==> config.mk <==
export PLATFORM = sky130hd
export DESIGN_NAME = alu_shift_seq
export DESIGN_NICKNAME = d
export VERILOG_FILES = /design/src/rtl/alu_pkg.sv /design/src/rtl/alu_shift_step.sv /design/src/rtl/alu_shift_seq.sv
export SDC_FILE = /design/constraint.sdc
export NUM_CORES = 1
export LEC_CHECK = 0
export CAP_MARGIN = 25
export CORE_MARGIN = 10
export CORE_UTILIZATION = 51
export DETAILED_ROUTE_END_ITERATION = 10
export PLACE_DENSITY = 0.92
export SLEW_MARGIN = 40
export SYNTH_ARGS = -nofsm -noshare
export SYNTH_HDL_FRONTEND = slang
export SYNTH_HIERARCHICAL = 1
export SYNTH_SLANG_ARGS = --single-unit
==> constraint.sdc <==
create_clock -name clk -period 1.6 [get_ports clk]
set_input_delay 0.32 -clock clk [delete_from_list [all_inputs] [get_ports clk]]
set_output_delay 0.32 -clock clk [all_outputs]
set_load 0.05 [all_outputs]
==> src/rtl/alu_pkg.sv <==
// Definitions shared by the ALU and the shift sequencer: flag indices, shift opcodes,
// and the parity helper.
package alu_pkg;

  typedef enum int unsigned {
    FlagAc = 0,
    FlagCy = 1,
    FlagV  = 2,
    FlagP  = 3,
    FlagS  = 4,
    FlagZ  = 5
  } flag_idx_e;

  localparam int unsigned NumFlags = 6;

  typedef enum logic [2:0] {
    OpRol    = 3'd0,
    OpRor    = 3'd1,
    OpRcl    = 3'd2,
    OpRcr    = 3'd3,
    OpShl    = 3'd4,
    OpShr    = 3'd5,
    OpShlAlt = 3'd6,
    OpSar    = 3'd7
  } shift_op_e;

  // Even parity: 1 when the number of set bits is even.
  function automatic logic parity_even(input logic [7:0] b);
    return ~^b;
  endfunction

endpackage

==> src/rtl/alu_shift_step.sv <==
// One single-bit shift/rotate step on either the low half or the full datapath.
module alu_shift_step
  import alu_pkg::*;
#(
  parameter int unsigned DATA_W = 16
) (
  input  shift_op_e         op_i,
  input  logic              size_i,
  input  logic [DATA_W-1:0] value_i,
  input  logic              c_i,
  output logic [DATA_W-1:0] value_o,
  output logic              c_o
);

  localparam int unsigned Half = DATA_W / 2;

  logic msb, lsb, left, fill;

  always_comb begin
    msb  = size_i ? value_i[DATA_W-1] : value_i[Half-1];
    lsb  = value_i[0];
    left = 1'b0;
    fill = 1'b0;
    unique case (op_i)
      OpRol:           begin left = 1'b1; fill = msb; end
      OpRcl:           begin left = 1'b1; fill = c_i; end
      OpShl, OpShlAlt: begin left = 1'b1; fill = 1'b0; end
      OpRor:           fill = lsb;
      OpRcr:           fill = c_i;
      OpShr:           fill = 1'b0;
      OpSar:           fill = msb;
      default:         fill = 1'b0;
    endcase

    value_o = value_i;
    c_o     = c_i;
    // In byte mode the upper half passes through untouched.
    if (left) begin
      c_o     = msb;
      value_o = size_i ? {value_i[DATA_W-2:0], fill}
                       : {value_i[DATA_W-1:Half], value_i[Half-2:0], fill};
    end else begin
      c_o     = lsb;
      value_o = size_i ? {fill, value_i[DATA_W-1:1]}
                       : {value_i[DATA_W-1:Half], fill, value_i[Half-1:1]};
    end
  end

endmodule

==> src/rtl/alu_shift_seq.sv <==
// Multi-cycle group-2 shift/rotate unit: one bit per clock, flags and result
// published together with a one-cycle done pulse.
module alu_shift_seq
  import alu_pkg::*;
#(
  parameter int unsigned DATA_W = 16,
  parameter int unsigned CNT_W  = 5
) (
  input  logic                clk,
  input  logic                reset,
  input  logic                start,
  input  logic [2:0]          op,
  input  logic                size,
  input  logic [DATA_W-1:0]   operand,
  input  logic [7:0]          count,
  input  logic                cy_in,
  output logic                busy,
  output logic                done,
  output logic [DATA_W-1:0]   result,
  output logic [NumFlags-1:0] flags,
  output logic [NumFlags-1:0] flags_we
);

  localparam int unsigned Half = DATA_W / 2;

  typedef enum logic [1:0] {StIdle, StShift, StFin} state_e;

  state_e              state_q, state_d;
  shift_op_e           op_q, op_d;
  logic                size_q, size_d;
  logic [DATA_W-1:0]   val_q, val_d;
  logic                c_q, c_d;
  logic [CNT_W-1:0]    rem_q, rem_d;
  logic                orig_msb_q, orig_msb_d;
  logic                nz_q, nz_d;
  logic [DATA_W-1:0]   result_q, result_d;
  logic [NumFlags-1:0] flags_q, flags_d;
  logic [NumFlags-1:0] we_q, we_d;
  logic                done_q, done_d;

  logic [DATA_W-1:0]   step_val;
  logic                step_c;
  logic [CNT_W-1:0]    n_in;
  logic [NumFlags-1:0] fin_flags, fin_we;
  logic                res_msb, res_msb1, res_zero;
  logic                unused_count;

  assign n_in         = count[CNT_W-1:0];
  assign unused_count = ^count;

  alu_shift_step #(
    .DATA_W (DATA_W)
  ) u_step (
    .op_i    (op_q),
    .size_i  (size_q),
    .value_i (val_q),
    .c_i     (c_q),
    .value_o (step_val),
    .c_o     (step_c)
  );

  always_comb begin
    res_msb   = size_q ? val_q[DATA_W-1] : val_q[Half-1];
    res_msb1  = size_q ? val_q[DATA_W-2] : val_q[Half-2];
    res_zero  = size_q ? (val_q == '0) : (val_q[Half-1:0] == '0);
    fin_flags = '0;
    fin_flags[FlagCy] = c_q;
    fin_flags[FlagP]  = parity_even(val_q[7:0]);
    fin_flags[FlagS]  = res_msb;
    fin_flags[FlagZ]  = res_zero;
    unique case (op_q)
      OpRol, OpRcl, OpShl, OpShlAlt: fin_flags[FlagV] = res_msb ^ c_q;
      OpRor, OpRcr:                  fin_flags[FlagV] = res_msb ^ res_msb1;
      OpShr:                         fin_flags[FlagV] = orig_msb_q;
      OpSar:                         fin_flags[FlagV] = 1'b0;
      default:                       fin_flags[FlagV] = 1'b0;
    endcase

    fin_we = '0;
    if (nz_q) begin
      fin_we[FlagCy] = 1'b1;
      fin_we[FlagV]  = 1'b1;
      if (!(op_q inside {OpRol, OpRor, OpRcl, OpRcr})) begin
        fin_we[FlagP] = 1'b1;
        fin_we[FlagS] = 1'b1;
        fin_we[FlagZ] = 1'b1;
      end
    end
  end

  always_comb begin
    state_d    = state_q;
    op_d       = op_q;
    size_d     = size_q;
    val_d      = val_q;
    c_d        = c_q;
    rem_d      = rem_q;
    orig_msb_d = orig_msb_q;
    nz_d       = nz_q;
    result_d   = result_q;
    flags_d    = flags_q;
    we_d       = we_q;
    done_d     = 1'b0;
    unique case (state_q)
      StIdle: begin
        if (start) begin
          op_d       = shift_op_e'(op);
          size_d     = size;
          val_d      = operand;
          c_d        = cy_in;
          rem_d      = n_in;
          orig_msb_d = size ? operand[DATA_W-1] : operand[Half-1];
          nz_d       = (n_in != '0);
          state_d    = (n_in != '0) ? StShift : StFin;
        end
      end
      StShift: begin
        val_d = step_val;
        c_d   = step_c;
        rem_d = rem_q - CNT_W'(1);
        if (rem_q == CNT_W'(1)) state_d = StFin;
      end
      StFin: begin
        state_d  = StIdle;
        done_d   = 1'b1;
        result_d = val_q;
        flags_d  = fin_flags & fin_we;
        we_d     = fin_we;
      end
      default: state_d = StIdle;
    endcase
  end

  always_ff @(posedge clk) begin
    if (reset) begin
      state_q    <= StIdle;
      op_q       <= OpRol;
      size_q     <= 1'b0;
      val_q      <= '0;
      c_q        <= 1'b0;
      rem_q      <= '0;
      orig_msb_q <= 1'b0;
      nz_q       <= 1'b0;
      result_q   <= '0;
      flags_q    <= '0;
      we_q       <= '0;
      done_q     <= 1'b0;
    end else begin
      state_q    <= state_d;
      op_q       <= op_d;
      size_q     <= size_d;
      val_q      <= val_d;
      c_q        <= c_d;
      rem_q      <= rem_d;
      orig_msb_q <= orig_msb_d;
      nz_q       <= nz_d;
      result_q   <= result_d;
      flags_q    <= flags_d;
      we_q       <= we_d;
      done_q     <= done_d;
    end
  end

  assign busy     = (state_q != StIdle);
  assign done     = done_q;
  assign result   = result_q;
  assign flags    = flags_q;
  assign flags_we = done_q ? we_q : '0;

endmodule

==> results.cfg <==
[critical_path]
path_class = in2reg
cpPeakStageDelay_ps = 490
ff2ff_setup_slack_ps = 110
worstPathRequired_ps = 1780
crit_arrival_ps = 1740
cp-startpoint = start
worstSetupStartpointType = primary input
crit_family = buffers and inverters
critPathCaptureType = flip-flop
rr_startpoint = size_q
path_cells = clkdlybuf4s50_1 -> nor2b_2 -> buf_4 -> mux2i_1 -> a211oi_1
cpMaxStageDelayCell = clkdlybuf4s50_1
ff2ff_path_depth = 5
crit_buf_inv = 2
reg2reg_to = val_q[15]
crit_fanout = 11

[yosys]
synth_top_family_by_area = simple AND/OR/NAND/NOR gates
synth_xor_area_share_pct = 1.24
ys_seq_area_share_pct = 38.3
ys_types = 43
synthArstFlopShare_pct = 0
yosys.area_share.simple_pct = 21.5
yosysWarnings = 6
synth-edff-count = 0
yosys-top-cells-count = 58 x nor2_1, 54 x dfxtp_1, 51 x nand2_1
syn-mean-instance-area_um2 = 7.95
synthAdderAreaFrac_pct = 2.66
synth_area_um2 = 2820
yosysMostFrequentCell = nor2_1
syn_inst = 355
synth.top_cell.area_share_pct = 38.3
synth_seq_cells = 54
synthMuxAreaShare_pct = 10.8
ys.flop_type = dfxtp_1
synth_compound_area_share_pct = 17.6
ys_top_cells_by_area = dfxtp_1 38%, nor2_1 7.7%, mux2i_1 7.1%, nand2_1 6.8%, a21oi_1 6.7%
yosysTopAreaCell = dfxtp_1

[detailed_routing]
vias = 2662
ant_nets = 0
routed_wl_mm = 7.30
vias_per_cell = 5.52
drt_iter0_markers = 265
avgRoutedWirePerCell_um = 15.1
dr.pass1.iters = 4
drc = 0

[clocking]
holdBufCountCts = 0
cts_buffers = 5
insertion_delay_ps = 310
cts_root_buf = clkbuf_8
cts_tree = done
post_cts_buffers = 0
clock_sinks = 54
path_clk_slew_ps = 90
htree_levels = 2
clockBufferDepth = 2
ctsResizeCount = 0

[global_route]
track_usage_pct = 16.5
busiest_layer = met2
use_met3_pct = 4.68
gr-total-overflow = 0
antenna_found_initial = 0
grt_max_degree = 55
grt_util_met2_pct = 26.9
grt_pass1_wl_mm = 12.0
grt_pass1_vias = 2527
grt_util_met1_pct = 20.2

[power_and_ir_drop]
ir_drop_uv = 845
power_density_nw_per_um2 = 890
p_leak_uw = 0.00140

[timing]
final_max_slew_viol_count = 0
setup-violations-final = 0
grt_setup_unrepaired = false
finalHoldViolations = 0
period_needed_ps = 1550
fmax_mhz = 644
skew_ps = 7.70
finalSetupTns_ps = 0
post-route-period-util_pct = 97.1

[placement]
dp.final_hpwl_mm = 5.55
placed_cells = 474
port_buffers = 56
gp_congestion = 0.847
placed_area_um2 = 3490

[run_status]
status = finished clean

[cells_and_area]
drive_above_1_share_pct = 17.3
final_core_util_pct = 66.2
fin_cells = 482
num-fill-cells = 420
fin_area_um2 = 3600
syn_to_final_growth_pct = 27.6
antenna_cells = 0
final_net_count = 447

[floorplan]
core-area_um2 = 5440
start_util_pct = 51.9
rows = 27
die_x_um = 94.4
pin_count = 62
dieArea_um2 = 8910
die_h_um = 94.4

[min_path]
min-delay-start = reset
hold_path_class = in2reg
hold_path_depth = 3
whs_endpoint = flags[5]

[run]
maxCapViolations = 0
## area by class of cell
type | count | area [um2] | share of cell area, %
timing repair buffer | 75 | 741 | 20.6
sequential | 54 | 1080 | 30.1
clock buffer | 6 | 72.6 | 2.02
multi-input combinational | 261 | 1530 | 42.5
tap | 72 | 90.1 | 2.50
inverter | 12 | 45.0 | 1.25
clock inverter | 2 | 37.5 | 1.04
## per-stage QoR
step | setup slack [ps] | hold WS (ps) | total power [uW]
global route | 7.54 | 352 | 3370
finish | 46.9 | 366 | 3200
detailed placement | -273 | 448 | 2320
global placement | -209 | 442 | 2270
CTS | 64.2 | 349 | 3210
floorplan | 179 | 432 | 2050
## power by group
part / total [uW] / switching [uW] / internal, uW
Combinational: 763 / 394 / 370
Clock: 904 / 437 / 467
Sequential: 1530 / 108 / 1430
## sequential cells by signal, indices dropped and copies added (netlist names)
| name | flops |
|---|---|
| nz_q | 1 |
| result | 16 |
| flags | 5 |
| state_q | 2 |
| we_q | 2 |
| orig_msb_q | 1 |
| val_q | 16 |
| c_q | 1 |
| op_q | 3 |
| rem_q | 5 |
| done | 1 |
| size_q | 1 |
## cells by family (layout without fill, tap and decap cells)
logic type	after synthesis	after routing
flip-flops	54	54
AO/OA/AOI/OAI	78	78
adder cells (fa/ha/maj)	6	6
multiplexers	29	29
other	1	2
buffers and inverters	41	95
AND/OR/NAND/NOR	142	142
XOR/XNOR	4	4
## worst reg2reg max path, delay by kind of cell, from the launching register on
family | cells | cell delay (ps)
simple gates | 1 | 120
compound gates | 3 | 400
flops | 1 | 510
mux | 1 | 340
## layout by cell type (no fill, tap or decap), types with 2 or more instances in the layout
cell / instances
nor4_1: 2
xnor2_1: 4
nor2b_1: 4
nor2_1: 58
nor3_1: 12
o21ai_0: 3
nand2b_1: 3
nand2_1: 51
clkbuf_8: 5
inv_1: 12
conb_1: 2
a211oi_1: 18
nand3b_1: 3
buf_4: 38
o22ai_1: 2
mux2_2: 8
and2_2: 2
a21oi_1: 38
dfxtp_1: 53
a22oi_1: 3
ha_1: 6
clkdlybuf4s50_1: 27
o21ai_1: 2
buf_12: 9
mux2i_1: 20
## worst max path at each step
stage                       end  slack [ps]  cells past startpoint
finish                 val_q[9]          50                      5
global route                c_q           8                      5
CTS                   val_q[14]          60                      5
detailed placement    val_q[14]        -270                      5
global placement       val_q[7]        -210                      6
floorplan           flags_we[4]         180                      2
## layer usage
metal | vias to the layer above | wire (um)
met4 | 0 | 143
li1 | 1320 | -
met1 | 1239 | 3120
met2 | 87 | 3570
met3 | 16 | 469
met5 | - | 0
Note: power is estimated with default switching activity, not from simulation.
==> edit 1, RTL diff (same flow settings) <==
Add an input register stage for `start`, `op`, `size`, `operand`, `count` and `cy_in`, cleared by the reset; this delays them by one clock.
--- a/src/rtl/alu_shift_seq.sv
+++ b/src/rtl/alu_shift_seq.sv
@@ -27,2 +27,27 @@
 
+  logic start_q;
+  logic [2:0] op_r;
+  logic size_r;
+  logic [DATA_W-1:0] operand_q;
+  logic [7:0] count_q;
+  logic cy_q;
+
+  always_ff @(posedge clk) begin
+    if (reset) begin
+      start_q   <= '0;
+      op_r      <= '0;
+      size_r    <= '0;
+      operand_q <= '0;
+      count_q   <= '0;
+      cy_q      <= '0;
+    end else begin
+      start_q   <= start;
+      op_r      <= op;
+      size_r    <= size;
+      operand_q <= operand;
+      count_q   <= count;
+      cy_q      <= cy_in;
+    end
+  end
+
   state_e              state_q, state_d;
@@ -47,4 +72,4 @@
 
-  assign n_in         = count[CNT_W-1:0];
-  assign unused_count = ^count;
+  assign n_in         = count_q[CNT_W-1:0];
+  assign unused_count = ^count_q;
 
@@ -105,9 +130,9 @@
       StIdle: begin
-        if (start) begin
-          op_d       = shift_op_e'(op);
-          size_d     = size;
-          val_d      = operand;
-          c_d        = cy_in;
+        if (start_q) begin
+          op_d       = shift_op_e'(op_r);
+          size_d     = size_r;
+          val_d      = operand_q;
+          c_d        = cy_q;
           rem_d      = n_in;
-          orig_msb_d = size ? operand[DATA_W-1] : operand[Half-1];
+          orig_msb_d = size_r ? operand_q[DATA_W-1] : operand_q[Half-1];
           nz_d       = (n_in != '0);
Formal check against the unedited RTL: not equivalent (Yosys sat finds a counterexample within 4 cycles, from zero or initial values and one cycle with reset high).
==> edit 1 against the original RTL <==
Sequential share of layout area up 6.1 points; total power up 49%; sequential cell count up 27; critical path type is now flip-flop to output port; area after synthesis up 27%; die area up 21%; design area up 25%; clock skew down 0.67 ps; sequential power up 46%; clock power up 91%; wire length up 17%; setup slack worse by 1.3 ps.
==> edit 1: results (changes against the original RTL) <==
metric,value,unit,change
outcome,"complete, no violations",,unchanged
Post-DP Area,0.004252,mm2,was 0.003490 mm2
via count,3082,,was 2662
CP arrival,1230,ps,was 1740 ps
clk pwr,0.00173,W,was 0.000904 W
Post-Synth Adder-Cell Area,0.02091,,was 0.02661
H-tree depth,3,,was 2
Net Sw Power,0.001241,W,was 0.0009388 W
VDD IR max,0.5156,mV,was 0.8446 mV
number of global-route vias before repair,2988,,was 2527
layout cells sized above 1,0.1695,,was 0.1732
Final HPWL DP,6012,um,was 5547 um
Leak,1.738,nW,was 1.404 nW
Num CTS Buffers,9,,was 5
syn avg cell area,8.695,um2,was 7.948 um2
Synth cell types,51,,was 43
Place WS,79.01,ps,was -273.5 ps
wire per inst,15.06,um,was 15.15 um
initial drt markers,251,,was 265
Post-synth top cells,"dfxtp_1 (81), nand2_1 (56), nor2_1 (48)",,"was nor2_1 (58), dfxtp_1 (54), nand2_1 (51)"
Setup Skew,7.031,ps,was 7.702 ps
GR Util All Layers,0.1536,,was 0.1648
sequential area share after synthesis,0.4516,,was 0.3831
DRT Pass-1 Iters,7,,was 4
routability-driven placement congestion ratio,0.9062,,was 0.8472
Worst-Skew Late Latency,350,ps,was 310 ps
# nets final,506,,was 447
fillcell total,516,,was 420
Synth Area in XOR/XNOR,0.01463,,was 0.01242
DR vias/cell,5.426,,was 5.523
first-pass GRT wire length,13960,um,was 12010 um
Synth Flop Type,dfxtp_1,,unchanged
Compound-Gate Fraction of Synth Area,0.1460,,was 0.1765
sequential cell power,0.00224,W,was 0.00153 W
mux share of post-synthesis cell area,0.07317,,was 0.1078
CP Max Fanout,9,,was 11
largest net degree at the start of global routing,81,,was 55
-- edit 1: worst max-delay path, stage by stage, from the launching register on --
cell	delay [ps]
dfxtp_1	500
or2_4	240
buf_12	140
-- edit 1: kinds of logic (layout without fill, tap and decap cells) --
family / count (synthesis) / in the layout
compound gates: 83 / 83
simple gates: 166 / 166
mux: 25 / 25
other cells: 1 / 2
fa+ha+maj: 6 / 6
xor+xnor: 6 / 6
flops: 81 / 81
buf+inv: 45 / 103
-- edit 1: layout make-up --
class / count / area [um2] / share of cell area
Clock buffer: 9 / 123.9 / 0.02760
Clock inverter: 6 / 107.6 / 0.02398
Inverter: 13 / 48.80 / 0.01087
Multi-Input combinational cell: 288 / 1723 / 0.3839
Sequential cell: 81 / 1624 / 0.3619
Tap cell: 96 / 120.1 / 0.02676
Timing Repair Buffer: 75 / 740.7 / 0.1650
-- edit 1: final timing paths --
path,from,end,slack (ps),cells past startpoint
hold reg to reg,op_r[2]$_SDFF_PP0_,op_q[2]$_SDFFE_PP0P_,440,2
setup reg to reg,size_q$_SDFFE_PP0P_,val_q[15]$_SDFFE_PP0P_,90,6
hold / removal,reset,flags[2]$_SDFFE_PP0P_,390,3
setup / recovery,state_q[0]$_SDFFE_PP0P_,busy,50,2
-- edit 1: stage by stage --
step	utilization	total power, W
6_report	0.6570	0.004762
5_1_grt	0.6570	0.004937
4_1_cts	0.6562	0.004768
3_5_place_dp	0.6223	0.003052
3_3_place_gp	0.6223	0.003017
2_1_floorplan	-	0.002799
-- edit 1: layer usage --
metal,wire (um),up-vias,GRT usage
met5,0,-,0
met4,231,0,0.08449
met1,3588,1397,0.1842
met3,740,21,0.03903
li1,-,1501,-
met2,3992,163,0.2455
==> edit 2, RTL diff (config.mk and constraints unchanged) <==
Made on the original files. `DATA_W` is set to 16 in 2 places; all go to 24.
--- a/src/rtl/alu_shift_step.sv
+++ b/src/rtl/alu_shift_step.sv
@@ -4,3 +4,3 @@
 #(
-  parameter int unsigned DATA_W = 16
+  parameter int unsigned DATA_W = 24
 ) (
--- a/src/rtl/alu_shift_seq.sv
+++ b/src/rtl/alu_shift_seq.sv
@@ -5,3 +5,3 @@
 #(
-  parameter int unsigned DATA_W = 16,
+  parameter int unsigned DATA_W = 24,
   parameter int unsigned CNT_W  = 5
Ports: changed (resized operand and result); port bits go from 62 to 78. The function was not compared with the original's and may differ.
==> edit 2 against the original RTL <==
Non-clock buffer count up 20; synthesized cell count grew 32%; register-to-register slack worse by 40 ps; total power increased by 33%; area after synthesis up 28%; clock power up 38%; sequential cell count up 16; via count rose by 34%; setup slack improved by 17 ps; critical path depth shrank 2; wire length is 35% higher; design area rose by 28%; utilization up 1.3 points.
==> edit 2: results (changes against the original RTL) <==
metric,value,unit,change
VDD IR max,0.4283,mV,was 0.8446 mV
Compound-Gate Fraction of Synth Area,0.1997,,was 0.1765
largest net degree at the start of global routing,49,,was 55
Least-Margin Pin Slew,525.3,ps,
outcome,"complete, no violations",,unchanged
Inst Count DP,618,,was 474
GR Util All Layers,0.1744,,was 0.1648
H-tree depth,3,,was 2
Num CTS Buffers,9,,was 5
first-pass GRT wire length,16250,um,was 12010 um
IO Port Bufs,72,,was 56
layout cells sized above 1,0.1710,,was 0.1732
Synth Area in XOR/XNOR,0.009709,,was 0.01242
fillcell total,537,,was 420
Worst-Skew Late Latency,340,ps,was 310 ps
Post-Synth Adder-Cell Area,0.02080,,was 0.02661
main area contributors after synthesis,"dfxtp_1 (39%), nand2_1 (11%), a21oi_1 (7.6%)",,"was dfxtp_1 (38%), nor2_1 (7.7%), mux2i_1 (7.1%)"
CP Max Fanout,8,,was 11
worst hold path type,flip-flop to flip-flop,,was input port to flip-flop
Post-synth ARST share,0,,unchanged
via count,3571,,was 2662
initial drt markers,231,,was 265
Post-Syn Instances,467,,was 355
mux share of post-synthesis cell area,0.08010,,was 0.1078
Synth cell types,47,,was 43
CP arrival,1220,ps,was 1740 ps
"Clk pin slew, worst setup/hold paths",70,ps,was 90 ps
initial antenna violation count,0,,unchanged
Leak,1.765,nW,was 1.404 nW
Synth Flop Type,dfxtp_1,,unchanged
Setup Skew,8.889,ps,was 7.702 ps
Max Root-Sink Buffers,2,,unchanged
Place WS,-227.3,ps,was -273.5 ps
routability-driven placement congestion ratio,0.9163,,was 0.8472
Post-DP Area,0.004418,mm2,was 0.003490 mm2
ant diodes,0,,unchanged
Post-synth top cells,"nand2_1 (109), dfxtp_1 (70), a21oi_1 (55)",,"was nor2_1 (58), dfxtp_1 (54), nand2_1 (51)"
wire per inst,15.56,um,was 15.15 um
# nets final,580,,was 447
DRT Pass-1 Iters,5,,was 4
sequential area share after synthesis,0.3883,,was 0.3831
CP peak stage delay,350,ps,was 490 ps
buffer type at the clock tree root,clkbuf_8,,unchanged
Finished Layout Cells,634,,was 482
Syn. warnings,6,,unchanged
number of global-route vias before repair,3470,,was 2527
Final HPWL DP,7145,um,was 5547 um
CP max-delay cell,dfxtp_4,,was clkdlybuf4s50_1
==> edit 2: logic make-up (layout without fill, tap and decap cells) <==
group / Yosys count / count (layout)
xor gates and xnor gates: 4 / 4
muxes: 27 / 27
and+or+nand+nor: 191 / 191
other: 1 / 2
buffers and inverters: 56 / 126
DFF: 70 / 70
adders and majority gates: 6 / 6
AOI/OAI and AO/OA: 112 / 112
==> edit 2: path summary, 6_finish.rpt <==
check / to / depth (start not counted) / start / slack [ps]
worst max-delay path: busy / 3 / state_q[1]$_SDFFE_PP0P_ / 60
worst min-delay path: result[22]$_SDFFE_PP0P_ / 2 / result[22]$_SDFFE_PP0P_ / 450
worst max register to register: rem_q[2]$_SDFFE_PP0P_ / 5 / state_q[1]$_SDFFE_PP0P_ / 70
worst min register to register: result[22]$_SDFFE_PP0P_ / 2 / result[22]$_SDFFE_PP0P_ / 450
==> edit 2: layout make-up <==
class / instances / area [um2] / share of cell area
Multi-Input combinational cell: 342 / 1936 / 0.4199
Sequential cell: 70 / 1408 / 0.3054
Timing Repair Buffer: 95 / 918.4 / 0.1992
Clock buffer: 14 / 162.7 / 0.03529
Tap cell: 96 / 120.1 / 0.02606
Inverter: 16 / 60.06 / 0.01303
Clock inverter: 1 / 5.005 / 0.001086
==> edit 2: what timing repair did <==
action                                  4_1_cts  5_1_grt
resized for setup                             3        4
buffers inserted                              1        0
endpoints found under the setup margin        1        8
gates cloned                                  0        0
pin swaps                                     0        1
==> edit 2: metal layers <==
metal	part of all wire	up-vias	global-route usage
met5	0	-	0
met4	0.023	0	0.08052
met3	0.060	20	0.03346
met2	0.50	156	0.3027
met1	0.41	1658	0.2013
li1	-	1737	-
==> edit 2: worst max-delay path, delay by kind of cell, from the launching register on <==
family / cells / cell delay [ps]
DFF: 1 / 350
buffers and inverters: 2 / 300
and+or+nand+nor: 1 / 240
==> edit 2: metrics by stage <==
stage          hold slack, ps  total power, W
4_1_cts                 449.4        0.004244
3_3_place_gp            441.3        0.002955
3_5_place_dp            448.6        0.003001
6_report                454.7        0.004250
2_1_floorplan           431.7        0.002685
5_1_grt                 482.0        0.004431
==> edit 2: where the power goes <==
part | switching (W) | internal (W) | total [W] | leakage (nW)
registers | 0.000170 | 0.00186 | 0.00203 | 0.574
clock network | 0.000613 | 0.000639 | 0.00125 | 0.0865
logic | 0.000517 | 0.000451 | 0.000968 | 1.10
total | 0.00130 | 0.00295 | 0.00425 | 1.76
